<file path="src/rtl/lab2_proc_muldiv_unit.sv">
// lab2_proc_muldiv_unit: iterative shift-add multiplier and restoring divider with val/rdy streams
module lab2_proc_muldiv_unit #(
    parameter int p_nbits      = 32,
    parameter bit p_early_exit = 1'b1
) (
    input  logic               clk,
    input  logic               reset,
    input  logic               istream_val,
    output logic               istream_rdy,
    input  logic [2:0]         istream_fn,
    input  logic [p_nbits-1:0] istream_a,
    input  logic [p_nbits-1:0] istream_b,
    output logic               ostream_val,
    input  logic               ostream_rdy,
    output logic [p_nbits-1:0] ostream_msg
);
    localparam int cw = $clog2(p_nbits) + 1;
    localparam logic [p_nbits-1:0] min_val = {1'b1, {(p_nbits-1){1'b0}}};
    localparam logic [cw-1:0] last_cnt = cw'(p_nbits - 1);
    typedef enum logic [1:0] {IDLE, CALC, DONE} state_t;
    state_t state, state_next;
    logic [2:0]         fn;
    logic [p_nbits-1:0] acc, opa, opb;
    logic               neg;
    logic [cw-1:0]      cnt;
    logic               accept, in_signed, b_zero, ovf, direct;
    logic [p_nbits-1:0] direct_msg, a_mag, b_mag, acc_mul, r_nx, q_nx, result;
    logic [p_nbits:0]   t, diff;
    logic               ge, last;
    assign istream_rdy = state == IDLE;
    assign ostream_val = state == DONE;
    assign accept      = istream_val && istream_rdy;
    // Request decode: trivial cases skip CALC and produce their result immediately
    always_comb begin
        in_signed  = istream_fn == 3'd1 || istream_fn == 3'd3;
        b_zero     = istream_b == '0;
        ovf        = in_signed && istream_a == min_val && istream_b == '1;
        direct     = istream_fn > 3'd4 || b_zero || ovf;
        direct_msg = (istream_fn > 3'd4 || istream_fn == 3'd0) ? '0 :
                     b_zero ? ((istream_fn == 3'd1 || istream_fn == 3'd2) ? '1 : istream_a) :
                     (istream_fn == 3'd1 ? istream_a : '0);
        a_mag      = (in_signed && istream_a[p_nbits-1]) ? -istream_a : istream_a;
        b_mag      = (in_signed && istream_b[p_nbits-1]) ? -istream_b : istream_b;
    end
    // One iteration of shift-add or restoring division, plus final sign fix-up
    always_comb begin
        acc_mul = acc + (opb[0] ? opa : '0);
        t       = {acc, opa[p_nbits-1]};
        diff    = t - {1'b0, opb};
        ge      = !diff[p_nbits];
        r_nx    = ge ? diff[p_nbits-1:0] : t[p_nbits-1:0];
        q_nx    = {opa[p_nbits-2:0], ge};
        last    = (fn == 3'd0 && p_early_exit) ? (opb >> 1) == '0 : cnt == last_cnt;
        result  = fn == 3'd0 ? acc_mul :
                  (fn == 3'd1 || fn == 3'd2) ? (neg ? -q_nx : q_nx) :
                  (neg ? -r_nx : r_nx);
    end
    // Next-state selection
    always_comb begin
        state_next = state;
        case (state)
            IDLE:    state_next = accept ? (direct ? DONE : CALC) : IDLE;
            CALC:    state_next = last ? DONE : CALC;
            DONE:    state_next = ostream_rdy ? IDLE : DONE;
            default: state_next = IDLE;
        endcase
    end
    // State register and datapath registers
    always_ff @(posedge clk) begin
        if (reset) begin
            state       <= IDLE;
            fn          <= '0;
            acc         <= '0;
            opa         <= '0;
            opb         <= '0;
            neg         <= 1'b0;
            cnt         <= '0;
            ostream_msg <= '0;
        end else begin
            state <= state_next;
            if (accept) begin
                fn  <= istream_fn;
                acc <= '0;
                opa <= istream_fn == 3'd0 ? istream_a : a_mag;
                opb <= istream_fn == 3'd0 ? istream_b : b_mag;
                neg <= istream_fn == 3'd1 ? istream_a[p_nbits-1] ^ istream_b[p_nbits-1] :
                       istream_fn == 3'd3 ? istream_a[p_nbits-1] : 1'b0;
                cnt <= '0;
                if (direct) ostream_msg <= direct_msg;
            end else if (state == CALC) begin
                acc <= fn == 3'd0 ? acc_mul : r_nx;
                opa <= fn == 3'd0 ? opa << 1 : q_nx;
                opb <= fn == 3'd0 ? opb >> 1 : opb;
                cnt <= cnt + 1'b1;
                if (last) ostream_msg <= result;
            end
        end
    end
endmodule

</file>
<file path="config.mk">
export PLATFORM = sky130hd
export DESIGN_NAME = lab2_proc_muldiv_unit
export DESIGN_NICKNAME = d
export VERILOG_FILES = /design/src/rtl/lab2_proc_muldiv_unit.sv
export SDC_FILE = /design/constraint.sdc
export NUM_CORES = 1
export LEC_CHECK = 0
export CAP_MARGIN = 20
export CORE_MARGIN = 2
export CORE_UTILIZATION = 35
export DETAILED_ROUTE_END_ITERATION = 10
export DONT_BUFFER_PORTS = 1
export HOLD_SLACK_MARGIN = 0.05
export PLACE_DENSITY = 0.55
export SLEW_MARGIN = 15
export SYNTH_ARGS = -nofsm -noshare
export SYNTH_HDL_FRONTEND = slang
export SYNTH_SLANG_ARGS = --single-unit
</file>
<file path="constraint.sdc">
create_clock -name clk -period 7.2 [get_ports clk]
set_clock_uncertainty 0.15 [all_clocks]
set_input_delay 2.16 -clock clk [delete_from_list [all_inputs] [get_ports clk]]
set_output_delay 2.16 -clock clk [all_outputs]
set_load 0.02 [all_outputs]
</file>
==> metrics.yaml, run 1 <==
outcome: "finished, final reports clean"
grt_max_degree: 106
power.leakage_nw: 5.69
slew_headroom_pct: 24.9
worst-path-max-fanout: 56
drtIter0Drc: 1234
synth_commonest_cells: "nor2_1 (271), nand2_1 (205), a21oi_1 (203)"
syn_area_per_cell_um2: 7.07
rr_worst_depth: 22
cts.repair.resized: 0
nFillCells: 4290
use_met2_pct: 41.6
clkTransAtPathRegs_ns: 0.08
critical_path_class: "in2reg"
endpoint_kind: "flip-flop"
ys_ff_latch: 140
fmax_ghz: 0.156
tns_ns: 0
dieArea_mm2: 0.0426
timing.rr.start: "opa[31]$_SDFFE_PP0P_"
synth_cell_types: 106
cp-start-kind: "primary input"
synth.most_common_cell: "nor2_1"
overflow: 0
grt_use_total_pct: 24.5
ant_nets: 0
powerDensity_mw_per_mm2: 247
critical_path_required_ns: 7.39
min_path_cells: 2
io_buffers: 0
hold_ws_ns: 0.333
hp-start: "cnt[1]$_SDFFE_PP0P_"
hold_viol_final: 0
ys_async_sr_fraction_pct: 0
syn_to_final_growth_pct: 6.45
design.core.area_mm2: 0.0406
fin_crit_ns: 6.40
setup_viol: 0
layout-drive-gt1-share_pct: 5.57
arrival_ns: 6.59
worstSkewPairLatency_ns: 0.46
layoutNonFillerInstCount: 2489
syn_nets: 2174
rsz0062_at_grt: "false"
yosysWarnings: 0
synth_edf_count: 0
grt_util_met3_pct: 3.71
vias: 15104
start_util_pct: 35.3
reg2reg_slack_ns: 1.34
cts_tree: "built"
busiest_layer: "met2"
via_per_inst: 6.07
cts_made_buffers: 17
reg2reg_to: "ostream_msg[30]$_SDFFE_PP0P_"
dieWidth_um: 206
synth_cells: 2029
ioPinCount: 105
hp-class: "reg2reg"
first_global_vias: 13917
grt_first_pass_wirelength_mm: 80.7
synth_area_leaders: "dfxtp_1 (20%), nor2_1 (7.1%), a21oi_1 (7.1%), ha_1 (6.3%), nand2_1 (5.4%)"
ir_drop_uv: 195
place.gp.congestion: 0.934
diodes: 0
clockBufferDepth: 2
first_pass_iters: 5
cts_sinks: 140
root_buffer: "clkbuf_16"
synth_ff_type: "dfxtp_1"
met1_usage_pct: 30.1
wire_per_inst_um: 21.2
htree_levels: 4
antenna_found_initial: 1
nets: 2089
drc: 0
yosysSeqAreaShare_pct: 19.5
wl_mm: 52.7
worstHoldEndpoint: "cnt[1]$_SDFFE_PP0P_"
cap_violations: 0
hold_buffers: 0
dp_cells: 2457
finalMaxSlewViolations: 0
tightestPinTransition_ns: 1.12
synth_top_area_share_pct: 19.5
total_power_w: 0.00377
timing.final.crit_share_pct: 88.9
post_cts_buffers: 0
yosys.area.top_type: "dfxtp_1"
hpwl_mm: 40.2
fp-row-count: 74
syn_area_mm2: 0.0143
die_height_um: 206
==> state kept, by name (all words and copies together), names as in the netlist <==
name         flops
opb             32
cnt              6
opa             32
neg              1
acc             32
ostream_msg     32
state            2
fn               3
==> metrics by stage <==
| step | setup slack [ns] | instance area (um2) | utilization (%) |
|---|---|---|---|
| after global placement | 0.515 | 14700 | 36.0 |
| after floorplan | 1.20 | 14300 | - |
| after CTS | 0.917 | 15300 | 37.5 |
| after detailed placement | 0.456 | 14700 | 36.0 |
| final | 0.802 | 15300 | 37.5 |
| after global routing | 0.672 | 15300 | 37.5 |
==> cells by family (layout without fill, tap and decap cells) <==
| kind of cell | count (synthesis) | count (layout) | share of synthesized area, % |
|---|---|---|---|
| compound gates | 655 | 655 | 30.6 |
| mux | 39 | 39 | 2.92 |
| simple gates | 787 | 787 | 26.0 |
| buf+inv | 196 | 124 | 5.95 |
| fa+ha+maj | 74 | 74 | 6.56 |
| xor+xnor | 138 | 138 | 8.43 |
| flops | 140 | 140 | 19.5 |
==> critical path: stages <==
cell and delay, ns:
inv_1 0.05, ha_1 0.17, or3b_2 0.47, or3_1 0.41, nor4b_2 0.43, or4b_1 0.55, or4_1 0.67, and3b_1 0.32
o22ai_4 0.36, buf_12 0.29, o21ai_0 0.16, a2111oi_0 0.45, nor3_1 0.08
==> worst max-delay path by stage <==
stage | start | endpoint | slack (ns) | cells past startpoint
2_1_floorplan | istream_b[0] | ostream_msg[19]$_SDFFE_PP0P_ | 1.20 | 14
3_5_place_dp | istream_b[0] | ostream_msg[15]$_SDFFE_PP0P_ | 0.46 | 13
6_report | istream_b[0] | ostream_msg[15]$_SDFFE_PP0P_ | 0.80 | 13
3_3_place_gp | istream_b[0] | ostream_msg[15]$_SDFFE_PP0P_ | 0.51 | 13
4_1_cts | istream_b[0] | ostream_msg[25]$_SDFFE_PP0P_ | 0.92 | 15
5_1_grt | istream_b[0] | ostream_msg[25]$_SDFFE_PP0P_ | 0.67 | 15
==> per-layer routing <==
layer / vias up / part of all wire [%]
li1: 7291 / -
met1: 7227 / 42
met2: 466 / 48
met3: 118 / 5.1
met4: 2 / 4.8
met5: - / 0.021
==> layout make-up <==
type,instances,area [um2],share of cell area (%)
clock buffers,17,425,2.79
clock inverters,15,183,1.20
flip-flops and latches,140,2800,18.4
repair buffers,21,170,1.12
inverters,71,269,1.76
multi-input cells,1693,10700,70.4
well taps,532,666,4.36
==> cell usage in the layout, fill, tap and decap left out, drive strengths merged, types with 13 or more instances in the layout <==
cell type and instances:
o21a 15, o221ai 13, and2 47, a21oi 205
nand4 22, nand3 28, a21o 32, o211ai 28
o21ai 104, xnor2 71, or3 29, a311oi 44
nor2b 14, nand2b 16, clkbuf 17, nor4 27
a31oi 18, xor2 67, inv 77, buf 21
o31ai 25, nor2 272, mux2i 34, nand2 207
dfxtp 140, ha 72, o41ai 15, a211oi 62
or4 14, nor3 77
==> power by group <==
part           total (W)  internal, W  switching (W)
clock           0.000955     0.000524       0.000431
combinational    0.00184     0.000639        0.00120
sequential      0.000970     0.000842       0.000128
total            0.00377      0.00201        0.00176
No activity file was read; power rests on OpenSTA's default activity.
==> run 2, diff against run 1 <==
Settings changed: TNS_END_PERCENT from default to 5.
==> results of run 2 <==
Final layout, timing and power as in run 1 (identical DEF).
==> run 3, diff against run 2 <==
Settings changed: MAX_ROUTING_LAYER from default to met4, SKIP_CTS_REPAIR_TIMING from default to 1.
==> metrics.yaml, run 3 (same netlist as run 1, synthesis figures left out) <==
first_pass_iters: 6  # +1
fmax_ghz: 0.159  # +1.4%
fin_crit_ns: 6.31  # -0.0888 ns
dieArea_mm2: 0.0426  # unchanged
final_common_cell: "nor2_1"
io_buffers: 0  # unchanged
timing.final.crit_share_pct: 87.6  # -1.2 points
hold_viol_final: 0  # unchanged
fp-row-count: 74  # unchanged
min_path_cells: 2  # unchanged
diodes: 0  # unchanged
wire_per_inst_um: 21.3  # +0.48%
design_area_mm2: 0.0152  # -0.11%
drtIter0Drc: 1290  # +4.5%
outcome: "finished, final reports clean"
wl_mm: 53.0  # +0.52%
critPathTopFamily: "simple AND/OR/NAND/NOR gates"
worstSkewPairLatency_ns: 0.47  # about the same
preCtsSetupSlack_ns: 0.444  # -0.0114 ns
cts_sinks: 140  # unchanged
nets: 2090  # +0.048%
critPathMaxStageDelay_ns: 0.62  # -0.05 ns
hold_ws_ns: 0.328  # -0.00505 ns
ir_drop_uv: 184  # -5.2%
ioPinCount: 105  # unchanged
cap_violations: 0  # unchanged
rr_worst_depth: 22  # unchanged
slowest_stage: "nor4b_2"
critical_path_class: "in2reg"
vias: 15008  # -0.64%
tightestPinTransition_ns: 1.03  # -0.0954 ns
grt_use_total_pct: 25.4  # +0.84 points
cp-start-kind: "primary input"
power.leakage_nw: 5.68  # -0.28%
clockBufferDepth: 2  # unchanged
design.core.area_mm2: 0.0406  # unchanged
path_buf_inv: 3  # +1
worstHoldEndpoint: "cnt[1]$_SDFFE_PP0P_"
critical_path_required_ns: 7.41  # +0.02 ns
timing.rr.start: "opa[31]$_SDFFE_PP0P_"
overflow: 0  # unchanged
arrival_ns: 6.52  # -0.07 ns
setup_viol: 0  # unchanged
final_cell_mix: "nor2_1 (271), nand2_1 (204), a21oi_1 (202), dfxtp_1 (139), o21ai_0 (101)"
ant_nets: 0  # unchanged
layout-drive-gt1-share_pct: 5.57  # about the same
slew_headroom_pct: 31.2  # +6.3 points
first_global_vias: 13817  # -0.72%
rsz0062_at_grt: "false"
fin_ws_ns: 0.891  # +0.0888 ns
reg2reg_to: "ostream_msg[30]$_SDFFE_PP0P_"
start_util_pct: 35.3  # unchanged
grt_first_pass_wirelength_mm: 81.0  # +0.45%
path_cells: "inv_1 -> ha_1 -> or3b_2 -> or3_1 -> nor4b_2 -> or4b_1 -> or4_1 -> and3b_1 -> o22ai_4 -> buf_12 -> buf_4 -> o221ai_1 -> a31oi_1 -> nor3_1"
postLayoutCoreUtil_pct: 37.5  # -0.040 points
place_area_mm2: 0.0147  # about the same
antenna_found_initial: 0  # -1
hpwl_mm: 40.2  # about the same
via_per_inst: 6.03  # -0.68%
cts_tree: "built"
syn_to_final_growth_pct: 6.34
reg2reg_slack_ns: 1.27  # -0.07 ns
worst-path-max-fanout: 36  # -36%
finalMaxSlewViolations: 0  # unchanged
endpoint_kind: "flip-flop"
hp-start: "cnt[1]$_SDFFE_PP0P_"
die_height_um: 206  # unchanged
htree_levels: 4  # unchanged
cts_made_buffers: 17  # unchanged
powerDensity_mw_per_mm2: 245  # -0.52%
grt_max_degree: 106  # unchanged
tns_ns: 0  # unchanged
hp-class: "reg2reg"
clkTransAtPathRegs_ns: 0.07  # about the same
dieWidth_um: 206  # unchanged
drc: 0  # unchanged
root_buffer: "clkbuf_16"
place.gp.congestion: 0.936  # +0.20%
[run 3: cell types whose count changed in the layout (fill, tap and decap cells not counted)]
cell	previous run	this run
clkinv_2	2	0
inv_8	4	2
clkbuf_8	0	2
clkbuf_1	0	1
bufinv_16	2	1
buf_4	20	21
clkinvlp_4	1	3
clkinv_8	1	0
clkinv_4	3	1
inv_6	2	5
[run 3: area by class of cell]
cell class / instances / area (um2)
Sequential cell: 140 / 2800
Multi-Input combinational cell: 1693 / 10700
Clock buffer: 20 / 457
Clock inverter: 12 / 128
Inverter: 71 / 269
Fill cell: 4313 / 25400
Timing Repair Buffer: 22 / 178
Tap cell: 532 / 666
[run 3: through the flow]
step | cells | power (W)
after CTS | 2490 | 0.00373
final | 2490 | 0.00374
after floorplan | 2029 | 0.00231
after global routing | 2490 | 0.00397
after detailed placement | 2458 | 0.00281
after global placement | 2458 | 0.00280
[run 3: routing by layer]
layer	vias up	share of wire, %	GRT usage, %
met3	83	4.6	3.15
li1	7296	-	-
met1	7197	43	31.1
met5	-	0	-
met2	432	49	42.4
met4	0	3.3	9.49
[run 3: how the worst max path moves through the flow]
stage,from,endpoint,slack [ns],cells past startpoint
after floorplan,istream_b[0],ostream_msg[19]$_SDFFE_PP0P_,1.20,14
after global placement,istream_b[0],ostream_msg[10]$_SDFFE_PP0P_,0.50,14
after detailed placement,istream_b[0],ostream_msg[4]$_SDFFE_PP0P_,0.44,14
after CTS,istream_b[0],ostream_msg[4]$_SDFFE_PP0P_,0.91,14
after global routing,istream_b[0],ostream_msg[21]$_SDFFE_PP0P_,0.64,14
final,istream_b[0],ostream_msg[4]$_SDFFE_PP0P_,0.89,14
[run 3: tightest hold or removal path: cells and delay by family, from the launching register on]
kind             cells  cell delay, ns
AO/OA/AOI/OAI        1            0.05
flip-flops           1            0.32
AND/OR/NAND/NOR      1            0.06
[run 3: power breakdown]
| group | switching (W) | internal [W] | total (W) |
|---|---|---|---|
| combinational | 0.00120 | 0.000646 | 0.00185 |
| sequential | 0.000129 | 0.000842 | 0.000971 |
| clock | 0.000416 | 0.000504 | 0.000920 |
| total | 0.00175 | 0.00199 | 0.00374 |
